## src/rtl/alu_seq_if.sv

```systemverilog
// rtl/alu_seq_if.sv - operand/op request and result/flags response handshake bundle for alu_seq
interface alu_seq_if #(
  parameter int WIDTH = 16
);
  logic             in_valid;
  logic             in_ready;
  logic [WIDTH-1:0] a;
  logic [WIDTH-1:0] b;
  logic [3:0]       op;
  logic             out_valid;
  logic             out_ready;
  logic [WIDTH-1:0] result;
  logic [3:0]       flags;

  modport master (
    output in_valid, a, b, op, out_ready,
    input  in_ready, out_valid, result, flags
  );

  modport slave (
    input  in_valid, a, b, op, out_ready,
    output in_ready, out_valid, result, flags
  );
endinterface

```

## src/rtl/alu_seq.sv

```systemverilog
// rtl/alu_seq.sv - sequential ALU with registered result/flags; define ALU_SEQ_MUL_EN for the
// iterative shift-add MUL (op 11), otherwise op 11 returns 0 like ops 12-15.
module alu_seq #(
  parameter int WIDTH = 16
) (
  input logic     clk,
  input logic     rst,
  alu_seq_if.slave bus
);
  localparam int SHW = $clog2(WIDTH);

  localparam logic [3:0] OP_ADD  = 4'd0;
  localparam logic [3:0] OP_SUB  = 4'd1;
  localparam logic [3:0] OP_AND  = 4'd2;
  localparam logic [3:0] OP_OR   = 4'd3;
  localparam logic [3:0] OP_NOR  = 4'd4;
  localparam logic [3:0] OP_XOR  = 4'd5;
  localparam logic [3:0] OP_SLL  = 4'd6;
  localparam logic [3:0] OP_SRL  = 4'd7;
  localparam logic [3:0] OP_SRA  = 4'd8;
  localparam logic [3:0] OP_SLT  = 4'd9;
  localparam logic [3:0] OP_SLTU = 4'd10;

`ifdef ALU_SEQ_MUL_EN
  localparam logic [3:0] OP_MUL  = 4'd11;
  typedef enum logic [1:0] {IDLE, BUSY, DONE} state_t;
`else
  typedef enum logic [1:0] {IDLE, DONE} state_t;
`endif

  state_t           state;
  logic             out_valid_q;
  logic [WIDTH-1:0] result_q;
  logic [3:0]       flags_q;
  logic             accept;
  logic [SHW-1:0]   sh;
  logic [WIDTH:0]   sum;
  logic [WIDTH:0]   diff;
  logic [WIDTH-1:0] alu_res;
  logic             alu_c;
  logic             alu_v;

  assign bus.in_ready  = (state == IDLE) || ((state == DONE) && bus.out_ready);
  assign bus.out_valid = out_valid_q;
  assign bus.result    = result_q;
  assign bus.flags     = flags_q;
  assign accept        = bus.in_valid && bus.in_ready;

  assign sh   = bus.b[SHW-1:0];
  assign sum  = {1'b0, bus.a} + {1'b0, bus.b};
  // The extra MSB of the widened difference is exactly the unsigned borrow.
  assign diff = {1'b0, bus.a} - {1'b0, bus.b};

  always_comb begin
    alu_res = '0;
    alu_c   = 1'b0;
    alu_v   = 1'b0;
    case (bus.op)
      OP_ADD: begin
        alu_res = sum[WIDTH-1:0];
        alu_c   = sum[WIDTH];
        alu_v   = (bus.a[WIDTH-1] == bus.b[WIDTH-1]) && (sum[WIDTH-1] != bus.a[WIDTH-1]);
      end
      OP_SUB: begin
        alu_res = diff[WIDTH-1:0];
        alu_c   = diff[WIDTH];
        alu_v   = (bus.a[WIDTH-1] != bus.b[WIDTH-1]) && (diff[WIDTH-1] != bus.a[WIDTH-1]);
      end
      OP_AND:  alu_res = bus.a & bus.b;
      OP_OR:   alu_res = bus.a | bus.b;
      OP_NOR:  alu_res = ~(bus.a | bus.b);
      OP_XOR:  alu_res = bus.a ^ bus.b;
      OP_SLL:  alu_res = bus.a << sh;
      OP_SRL:  alu_res = bus.a >> sh;
      OP_SRA:  alu_res = $signed(bus.a) >>> sh;
      OP_SLT:  alu_res = {{(WIDTH-1){1'b0}}, ($signed(bus.a) < $signed(bus.b))};
      OP_SLTU: alu_res = {{(WIDTH-1){1'b0}}, (bus.a < bus.b)};
      default: alu_res = '0;
    endcase
  end

`ifdef ALU_SEQ_MUL_EN
  logic [WIDTH-1:0] mcand;
  logic [WIDTH-1:0] mplier;
  logic [WIDTH-1:0] acc;
  logic [WIDTH-1:0] acc_next;
  logic [SHW-1:0]   cnt;

  assign acc_next = acc + (mplier[0] ? mcand : '0);
`endif

  always_ff @(posedge clk) begin
    if (rst) begin
      state       <= IDLE;
      out_valid_q <= 1'b0;
      result_q    <= '0;
      flags_q     <= '0;
`ifdef ALU_SEQ_MUL_EN
      mcand       <= '0;
      mplier      <= '0;
      acc         <= '0;
      cnt         <= '0;
`endif
    end else begin
      case (state)
`ifdef ALU_SEQ_MUL_EN
        BUSY: begin
          acc    <= acc_next;
          mcand  <= mcand << 1;
          mplier <= mplier >> 1;
          cnt    <= cnt + SHW'(1);
          if (cnt == SHW'(WIDTH - 1)) begin
            state       <= DONE;
            out_valid_q <= 1'b1;
            result_q    <= acc_next;
            flags_q     <= {acc_next[WIDTH-1], (acc_next == '0), 2'b00};
          end
        end
`endif
        default: begin
          if (accept) begin
`ifdef ALU_SEQ_MUL_EN
            if (bus.op == OP_MUL) begin
              state       <= BUSY;
              out_valid_q <= 1'b0;
              mcand       <= bus.a;
              mplier      <= bus.b;
              acc         <= '0;
              cnt         <= '0;
            end else
`endif
            begin
              state       <= DONE;
              out_valid_q <= 1'b1;
              result_q    <= alu_res;
              flags_q     <= {alu_res[WIDTH-1], (alu_res == '0), alu_c, alu_v};
            end
          end else if ((state == DONE) && bus.out_ready) begin
            state       <= IDLE;
            out_valid_q <= 1'b0;
          end
        end
      endcase
    end
  end
endmodule

```

## src/flat_wrapper.sv

```systemverilog
// flat-port wrapper written by rule: the top's interface ports become plain ports
module alu_seq_flat 
#(
  parameter int WIDTH = 16
)
  (clk, rst, bus_in_valid, bus_a, bus_b, bus_op, bus_out_ready, bus_in_ready, bus_out_valid, bus_result, bus_flags);
  alu_seq_if #(.WIDTH(WIDTH)) bus_i ();
  input logic clk;
  input logic rst;
  input wire logic [$bits(bus_i.in_valid)-1:0] bus_in_valid;
  input wire logic [$bits(bus_i.a)-1:0] bus_a;
  input wire logic [$bits(bus_i.b)-1:0] bus_b;
  input wire logic [$bits(bus_i.op)-1:0] bus_op;
  input wire logic [$bits(bus_i.out_ready)-1:0] bus_out_ready;
  output wire logic [$bits(bus_i.in_ready)-1:0] bus_in_ready;
  output wire logic [$bits(bus_i.out_valid)-1:0] bus_out_valid;
  output wire logic [$bits(bus_i.result)-1:0] bus_result;
  output wire logic [$bits(bus_i.flags)-1:0] bus_flags;
  assign bus_i.in_valid = bus_in_valid;
  assign bus_i.a = bus_a;
  assign bus_i.b = bus_b;
  assign bus_i.op = bus_op;
  assign bus_i.out_ready = bus_out_ready;
  assign bus_in_ready = bus_i.in_ready;
  assign bus_out_valid = bus_i.out_valid;
  assign bus_result = bus_i.result;
  assign bus_flags = bus_i.flags;
  alu_seq #(.WIDTH(WIDTH)) u_core (.clk(clk), .rst(rst), .bus(bus_i));
endmodule
```

## config.mk

```make
export PLATFORM = sky130hd
export DESIGN_NAME = alu_seq_flat
export DESIGN_NICKNAME = d
export VERILOG_FILES = /design/src/rtl/alu_seq_if.sv /design/src/rtl/alu_seq.sv /design/src/flat_wrapper.sv
export SDC_FILE = /design/constraint.sdc
export NUM_CORES = 1
export LEC_CHECK = 0
export BUFFER_PORTS_ARGS = -buffer_cell sky130_fd_sc_hd__buf_2
export CAP_MARGIN = 0
export CORE_ASPECT_RATIO = 0.8
export CORE_MARGIN = 4
export CORE_UTILIZATION = 35
export DETAILED_ROUTE_END_ITERATION = 10
export PLACE_DENSITY = 0.5
export SLEW_MARGIN = 30
export SYNTH_ARGS = -nofsm -noshare
export SYNTH_HDL_FRONTEND = slang
export SYNTH_SLANG_ARGS = --single-unit
```

## constraint.sdc

```tcl
create_clock -name clk -period 4 [get_ports clk]
set_clock_uncertainty 0.05 [all_clocks]
set_input_delay 0.4 -clock clk [delete_from_list [all_inputs] [get_ports clk]]
set_output_delay 0.4 -clock clk [all_outputs]
set_load 0.1 [all_outputs]
```

==> summary.txt, run 1 <==
Peak VDD IR: 0.0001949 V
Post-Syn Instances: 696
Post-synth top flop: dfxtp_1
Initial DRT Pass Iterations: 6
width of the die: 144.2 um
static leakage: 2.497 nW
vias: 5,946
# H-tree levels: 1
Fill cells: 1,482
site row count: 39
CTS buffer count: 3
DR iter-0 viols: 802
Crit path required time: 4150 ps
I/O Pins: 62
HPWL Detailed: 18,170 um
Initial Util: 36.08%
Final nets: 833
EDFF count, synth: 0
Seq/Total Area, Yosys: 7.709%
mux cell area share after synthesis: 16.55%
Min Hold Slack: 341.8 ps
overall routing resource usage: 26.18%
CTS Hold Bufs: 0
adder-cell share of the synthesized area: 12.58%
RSZ-0062 raised after global routing: no
register area: 400.4 um^2
Vias/cell: 6.428
clk slew on worst S/H paths: 60 ps
Remaining Overflow, GRT: 0
Synth cell types: 79
Mapped Nets: 787
ys async rst share: 0%
worst-path fanout max: 16
CTS tree: yes
Relative slew margins: 36.36%
largest family of logic cells by synthesized area: compound AO/OA/AOI/OAI gates
WL met1: 10,200 um
maximum clock frequency: 275.8 MHz
Slew @ Worst Pin: 946.7 ps
area grow syn2layout: 12.72%
vias in the first global route: 5,514
Setup Crit Path Kind: primary input to register
clock sinks: 20
gp weighted congestion: 0.9928
compound-cell area share of the yosys netlist: 31.32%
max-cap violation count: 0
Mapped Avg Cell Area: 7.462 um^2
Power Density: 218.2 nW/um^2
mapped cell area: 5194 um^2
total die area: 16,860 um^2
Final Hold Vio Count: 0
Root Driver: clkbuf_16
register share of total power: 17.4%
CTS Buffer Depth: 2
Slew Viols, Final: 0
area of the multi-input gates: 4363 um^2
Routed WL per cell: 24.29 um
Int Power: 641.4 uW
Non-Filler Instances: 925
period utilization: 90.66%
fraction of layout cells with a size suffix above 1: 20.51%
initial antenna violation count: 0
r2r setup slk: 1670 ps
combinational share of power: 64.9%
Setup crit start kind: primary input
clk_lat worst skew: 250 ps
post-cts sizing count: 0
Switch Pwr: 636.0 uW
post-synthesis simple-gate area fraction: 22.98%
# placed instances: 921
Sum Neg Setup Slack: 0 ps
HP Class: primary input to register
synthesized flop and latch total: 20
Tot Pwr: 1.277 mW
Final Setup Violations: 0
post-route ant nets: 0
utilization after layout: 40.67%
DR DRC count: 0
crit path capture type: register
core area: 14,400 um^2
switching share of power: 49.79%
clock share of power: 17.6%
metal3 WL: 2398 um
top sig layer: met4
xor/xnor share of the synthesized area: 0.3373%
Inserted Diodes: 0
status: finished, final reports clean
fin crit period: 3626 ps
DR WL met2: 9396 um
Arrival @ worst endpoint: 3770 ps
Post-CTS Setup Bufs: 0
port buffer count: 61
pin count of the biggest net entering global routing: 37
first-pass GRT wire length: 34,020 um
DIE HEIGHT: 117.0 um
Warnings, synthesis: 0
total wire length: 22,470 um
==> kinds of logic (layout without fill, tap and decap cells) <==
kind of cell,count (synthesis),after routing
AO/OA/AOI/OAI,227,227
XOR/XNOR,2,2
adder cells (fa/ha/maj),51,51
buffers and inverters,107,152
flip-flops,20,20
multiplexers,59,59
AND/OR/NAND/NOR,230,230
==> area by class of cell <==
| cell class | instances | share of cell area (%) |
|---|---|---|
| clock buffer | 4 | 1.517 |
| inverter | 53 | 3.398 |
| multi-input combinational | 569 | 74.52 |
| sequential | 20 | 6.839 |
| tap | 184 | 3.932 |
| timing repair buffer | 95 | 9.788 |
==> per-layer routing <==
metal	track usage, %	vias to the layer above
met3	6.336	29
met1	38.86	2857
met4	4.661	0
li1	-	2729
met5	0	-
met2	38.90	331
==> per-stage QoR <==
| step | setup slack, ps | area, um^2 |
|---|---|---|
| 2_1_floorplan | 588.2 | 5194 |
| 3_3_place_gp | 277.9 | 5766 |
| 3_5_place_dp | 261.6 | 5766 |
| 4_1_cts | 511.6 | 5854 |
| 5_1_grt | 314.6 | 5854 |
| 6_report | 373.7 | 5854 |
==> power groups by stage <==
| stage | clock (mW) | sequential (mW) | combinational, mW |
|---|---|---|---|
| finish | 0.225 | 0.223 | 0.830 |
| global placement | 0 | 0.226 | 0.809 |
| floorplan | 0 | 0.338 | 0.457 |
| global route | 0.241 | 0.225 | 0.883 |
| detailed placement | 0 | 0.227 | 0.808 |
| CTS | 0.232 | 0.223 | 0.811 |
==> worst max-delay path: stages <==
cell and delay (ps):
buf_2 260, ha_1 310, fa_1 430, a211oi_1 320
o21ai_0 200, a211oi_1 640, o21bai_1 210, a221o_1 330
a21oi_1 300, and4_1 240, a31o_1 130
==> synth_stat cells (all sizes together) (5+ instances only) <==
cell type	number	share of area [%]
nor4bb	5	0.96
nor4b	5	1.1
nand2b	15	1.8
mux4	18	7.9
nor2b	11	1.3
or3	5	0.60
dfxtp	20	7.7
a21o	12	1.7
a22oi	9	1.3
nor3	18	1.7
o2111ai	5	0.84
nor2	69	5.0
a221oi	7	1.2
a31oi	7	0.84
or2	7	0.84
buf	17	2.0
mux2i	21	4.0
nor4	12	1.6
nand3	15	1.4
o21ai	24	2.3
a21oi	48	4.6
o21a	8	1.2
clkbuf	37	2.7
nand2	44	3.2
mux2	20	4.6
ha	49	12
o211ai	16	2.3
a211oi	24	3.5
a2bb2oi	5	0.84
o221ai	9	1.5
inv	52	3.8
==> layout by cell type (no fill, tap or decap), types with 12 or more instances in the layout <==
master / n
inv_1: 49
nor2_1: 69
a21oi_1: 48
a211oi_1: 24
o211ai_1: 16
nand3_1: 15
buf_2: 61
o21ai_0: 19
nand2b_1: 15
nor3_1: 18
mux2_2: 17
dfxtp_1: 20
buf_4: 33
ha_1: 49
mux2i_1: 21
nand2_1: 44
a21o_1: 12
mux4_2: 16
==> final timing paths <==
path	start	endpoint	cells after the start
hold reg to reg	u_core.bus.result[13]	u_core.bus.result[13]	2
setup reg to reg	u_core.bus.out_valid	u_core.bus.flags[2]	10
hold / removal	bus_in_valid	u_core.bus.out_valid	3
setup / recovery	bus_b[0]	u_core.bus.flags[2]	11
==> state kept, by name (all words and copies together), names as in the netlist <==
register / cells
u_core.bus.flags: 4
u_core.bus.result: 15
u_core.bus.out_valid: 1
(Power assumes the default switching activity.)
==> inputs of run 2 (changes only) <==
--- a/config.mk
+++ b/config.mk
@@ -5,14 +5,13 @@
 export SDC_FILE = /design/constraint.sdc
 export NUM_CORES = 1
 export LEC_CHECK = 0
-export BUFFER_PORTS_ARGS = -buffer_cell sky130_fd_sc_hd__buf_2
+export BUFFER_PORTS_ARGS = -buffer_cell sky130_fd_sc_hd__buf_4
 export CAP_MARGIN = 0
 export CORE_ASPECT_RATIO = 0.8
 export CORE_MARGIN = 4
 export CORE_UTILIZATION = 35
 export DETAILED_ROUTE_END_ITERATION = 10
 export PLACE_DENSITY = 0.5
-export SLEW_MARGIN = 30
 export SYNTH_ARGS = -nofsm -noshare
 export SYNTH_HDL_FRONTEND = slang
 export SYNTH_SLANG_ARGS = --single-unit
==> run 2 against run 1 <==
  * Combinational power rose by 2%
  * Design area rose by 2.8%
  * Fmax fell by 0.33%
  * Via count fell by 0.54%
  * Sequential share of layout area shrank 0.19 points
  * Cell count increased by 0.11%
  * Routed wire length rose by 1.0%
  * Hold slack improved by 3.7 ps
  * Largest cell class unchanged
==> summary.txt, run 2 (synthesis results as in run 1) <==
Initial DRT Pass Iterations: 5 (was 6)
RSZ-0062 raised after global routing: no (unchanged)
Min-Delay Path Depth: 3 (unchanged)
clk_lat worst skew: 260 ps (was 250 ps)
total die area: 16,860 um^2 (unchanged)
total wire length: 22,700 um (was 22,470 um)
HP Class: primary input to register (unchanged)
Power Density: 224.4 nW/um^2 (was 218.2 nW/um^2)
clock sinks: 20 (unchanged)
worst-path fanout max: 23 (was 16)
vias: 5,914 (was 5,946)
# H-tree levels: 1 (unchanged)
fraction of layout cells with a size suffix above 1: 20.62% (was 20.51%)
Setup Crit Path Kind: primary input to register (unchanged)
Setup WS pre-CTS: 216.1 ps (was 261.6 ps)
Arrival @ worst endpoint: 3790 ps (was 3770 ps)
CTS Hold Bufs: 0 (unchanged)
Setup WS post-layout: 361.6 ps (was 373.7 ps)
area grow syn2layout: 15.88% (was 12.72%)
post-route ant nets: 0 (unchanged)
width of the die: 144.2 um (unchanged)
CP delay by family, top: compound AO/OA/AOI/OAI gates (unchanged)
Sum Neg Setup Slack: 0 ps (unchanged)
Vias/cell: 6.387 (was 6.428)
max FFs per register: 15 (unchanged)
static leakage: 2.543 nW (was 2.497 nW)
overall routing resource usage: 26.79% (was 26.18%)
maximum clock frequency: 274.8 MHz (was 275.8 MHz)
crit path capture type: register (unchanged)
Slew @ Worst Pin: 1018 ps (was 946.7 ps)
Remaining Overflow, GRT: 0 (unchanged)
Initial Util: 36.08% (unchanged)
CP max-delay cell: a211oi_1 (unchanged)
Post-CTS Setup Bufs: 0 (unchanged)
status: finished, final reports clean (unchanged)
gp weighted congestion: 0.9771 (was 0.9928)
DIE HEIGHT: 117.0 um (unchanged)
Setup crit start kind: primary input (unchanged)
Hold Crit Endpoint: u_core.bus.out_valid (unchanged)
Final Setup Violations: 0 (unchanged)
max incr delay on CP: 600 ps (was 640 ps)
CTS Buffer Depth: 2 (unchanged)
Routed WL per cell: 24.51 um (was 24.29 um)
period utilization: 90.96% (was 90.66%)
Reg2Reg Depth: 9 (was 10)
r2r setup slk: 1710 ps (was 1670 ps)
post-cts sizing count: 0 (unchanged)
first-pass GRT wire length: 34,470 um (was 34,020 um)
reg2reg end: u_core.bus.flags[2] (unchanged)
I/O Pins: 62 (unchanged)
fin crit period: 3638 ps (was 3626 ps)
commonest non-fill, non-tap cell in the layout: buf_4 (was nor2_1)
core area: 14,400 um^2 (unchanged)
CTS buffer count: 3 (unchanged)
site row count: 39 (unchanged)
worst reg2reg startpoint: u_core.bus.out_valid (unchanged)
clk slew on worst S/H paths: 60 ps (about the same)
Inserted Diodes: 0 (unchanged)
Root Driver: clkbuf_16 (unchanged)
cell mode on critical path: a211oi_1 (unchanged)
Relative slew margins: 31.97% (was 36.36%)
Placed Area: 5913 um^2 (was 5766 um^2)
max-cap violation count: 0 (unchanged)
most frequent cells in the layout: buf_4, nor2_1, inv_1, ha_1, a21oi_1 (was nor2_1, buf_2, inv_1, ha_1, a21oi_1)
hold path start: bus_in_valid (unchanged)
DR iter-0 viols: 562 (was 802)
Final nets: 834 (was 833)
Peak VDD IR: 0.0001753 V (was 0.0001949 V)
CP cell instances: buf_4 > ha_1 > fa_1 > a211oi_1 > o21ai_0 > a211oi_1 > o21bai_1 > a221o_1 > a21oi_1 > and4_1 > a31o_1 (was buf_2 > ha_1 > fa_1 > a211oi_1 > o21ai_0 > a211oi_1 > o21bai_1 > a221o_1 > a21oi_1 > and4_1 > a31o_1)
pin count of the biggest net entering global routing: 37 (unchanged)
final instance area: 6018 um^2 (was 5854 um^2)
Slew Viols, Final: 0 (unchanged)
port buffer count: 61 (unchanged)
HPWL Detailed: 18,230 um (was 18,170 um)
CTS tree: yes (unchanged)
CP Buf/Inv Count: 1 (unchanged)
Final Hold Vio Count: 0 (unchanged)
initial antenna violation count: 0 (unchanged)
Crit path required time: 4160 ps (was 4150 ps)
vias in the first global route: 5,641 (was 5,514)
DR DRC count: 0 (unchanged)
## run 2: changes by cell type in the layout (fill, tap and decap cells not counted)
| cell | change |
|---|---|
| buf_2 | -61 |
| buf_4 | +63 |
| bufinv_16 | +1 |
| clkbuf_8 | -1 |
| buf_12 | -1 |
## run 2: metrics by stage
step	total power [mW]	instances	util (%)	hold WS, ps
floorplan	0.7949	696	-	479.5
global placement	1.059	922	41.08	432.6
detailed placement	1.060	922	41.08	438.3
CTS	1.345	926	41.81	341.1
global route	1.428	926	41.81	357.7
finish	1.350	926	41.81	345.5
## run 2: worst register-to-register path, delay by kind of cell, from the launching register on
| kind | cells | cell delay (ps) |
|---|---|---|
| AOI/OAI and AO/OA | 3 | 530 |
| DFF | 1 | 310 |
| and+or+nand+nor | 6 | 1350 |
## run 2: cell type report
cell class                      count  area, um^2
Multi-Input combinational cell    569        4363
Fill cell                        1506        8377
Clock buffer                        3       75.07
Timing Repair Buffer               96       720.7
Sequential cell                    20       400.4
Tap cell                          184       230.2
Clock inverter                      1       30.03
Inverter                           53       198.9
## run 2: how the worst max path moves through the flow
stage	startpoint	end	slack, ps	cells after the start
after floorplan	bus_b[2]	u_core.bus.flags[2]	590	13
after global placement	bus_a[8]	u_core.bus.flags[2]	170	13
after detailed placement	bus_a[8]	u_core.bus.flags[2]	220	13
after CTS	bus_a[8]	u_core.bus.flags[2]	490	13
after global routing	bus_b[0]	u_core.bus.flags[2]	200	11
final	bus_b[0]	u_core.bus.flags[2]	360	11
## run 2: power by group
part | internal [mW] | leakage (nW) | total (mW) | switching, mW
Clock | 0.199 | 0.0511 | 0.279 | 0.0806
Combinational | 0.294 | 2.33 | 0.848 | 0.553
Sequential | 0.215 | 0.165 | 0.223 | 0.00828
## run 2: metal layers
metal / GRT usage [%] / share of wire, % / up-vias
met3: 3.899 / 6.7 / 48
met4: 7.023 / 3.0 / 0
met1: 40.73 / 48 / 2864
li1: - / - / 2741
met2: 39.46 / 42 / 261
met5: 0 / 0 / -
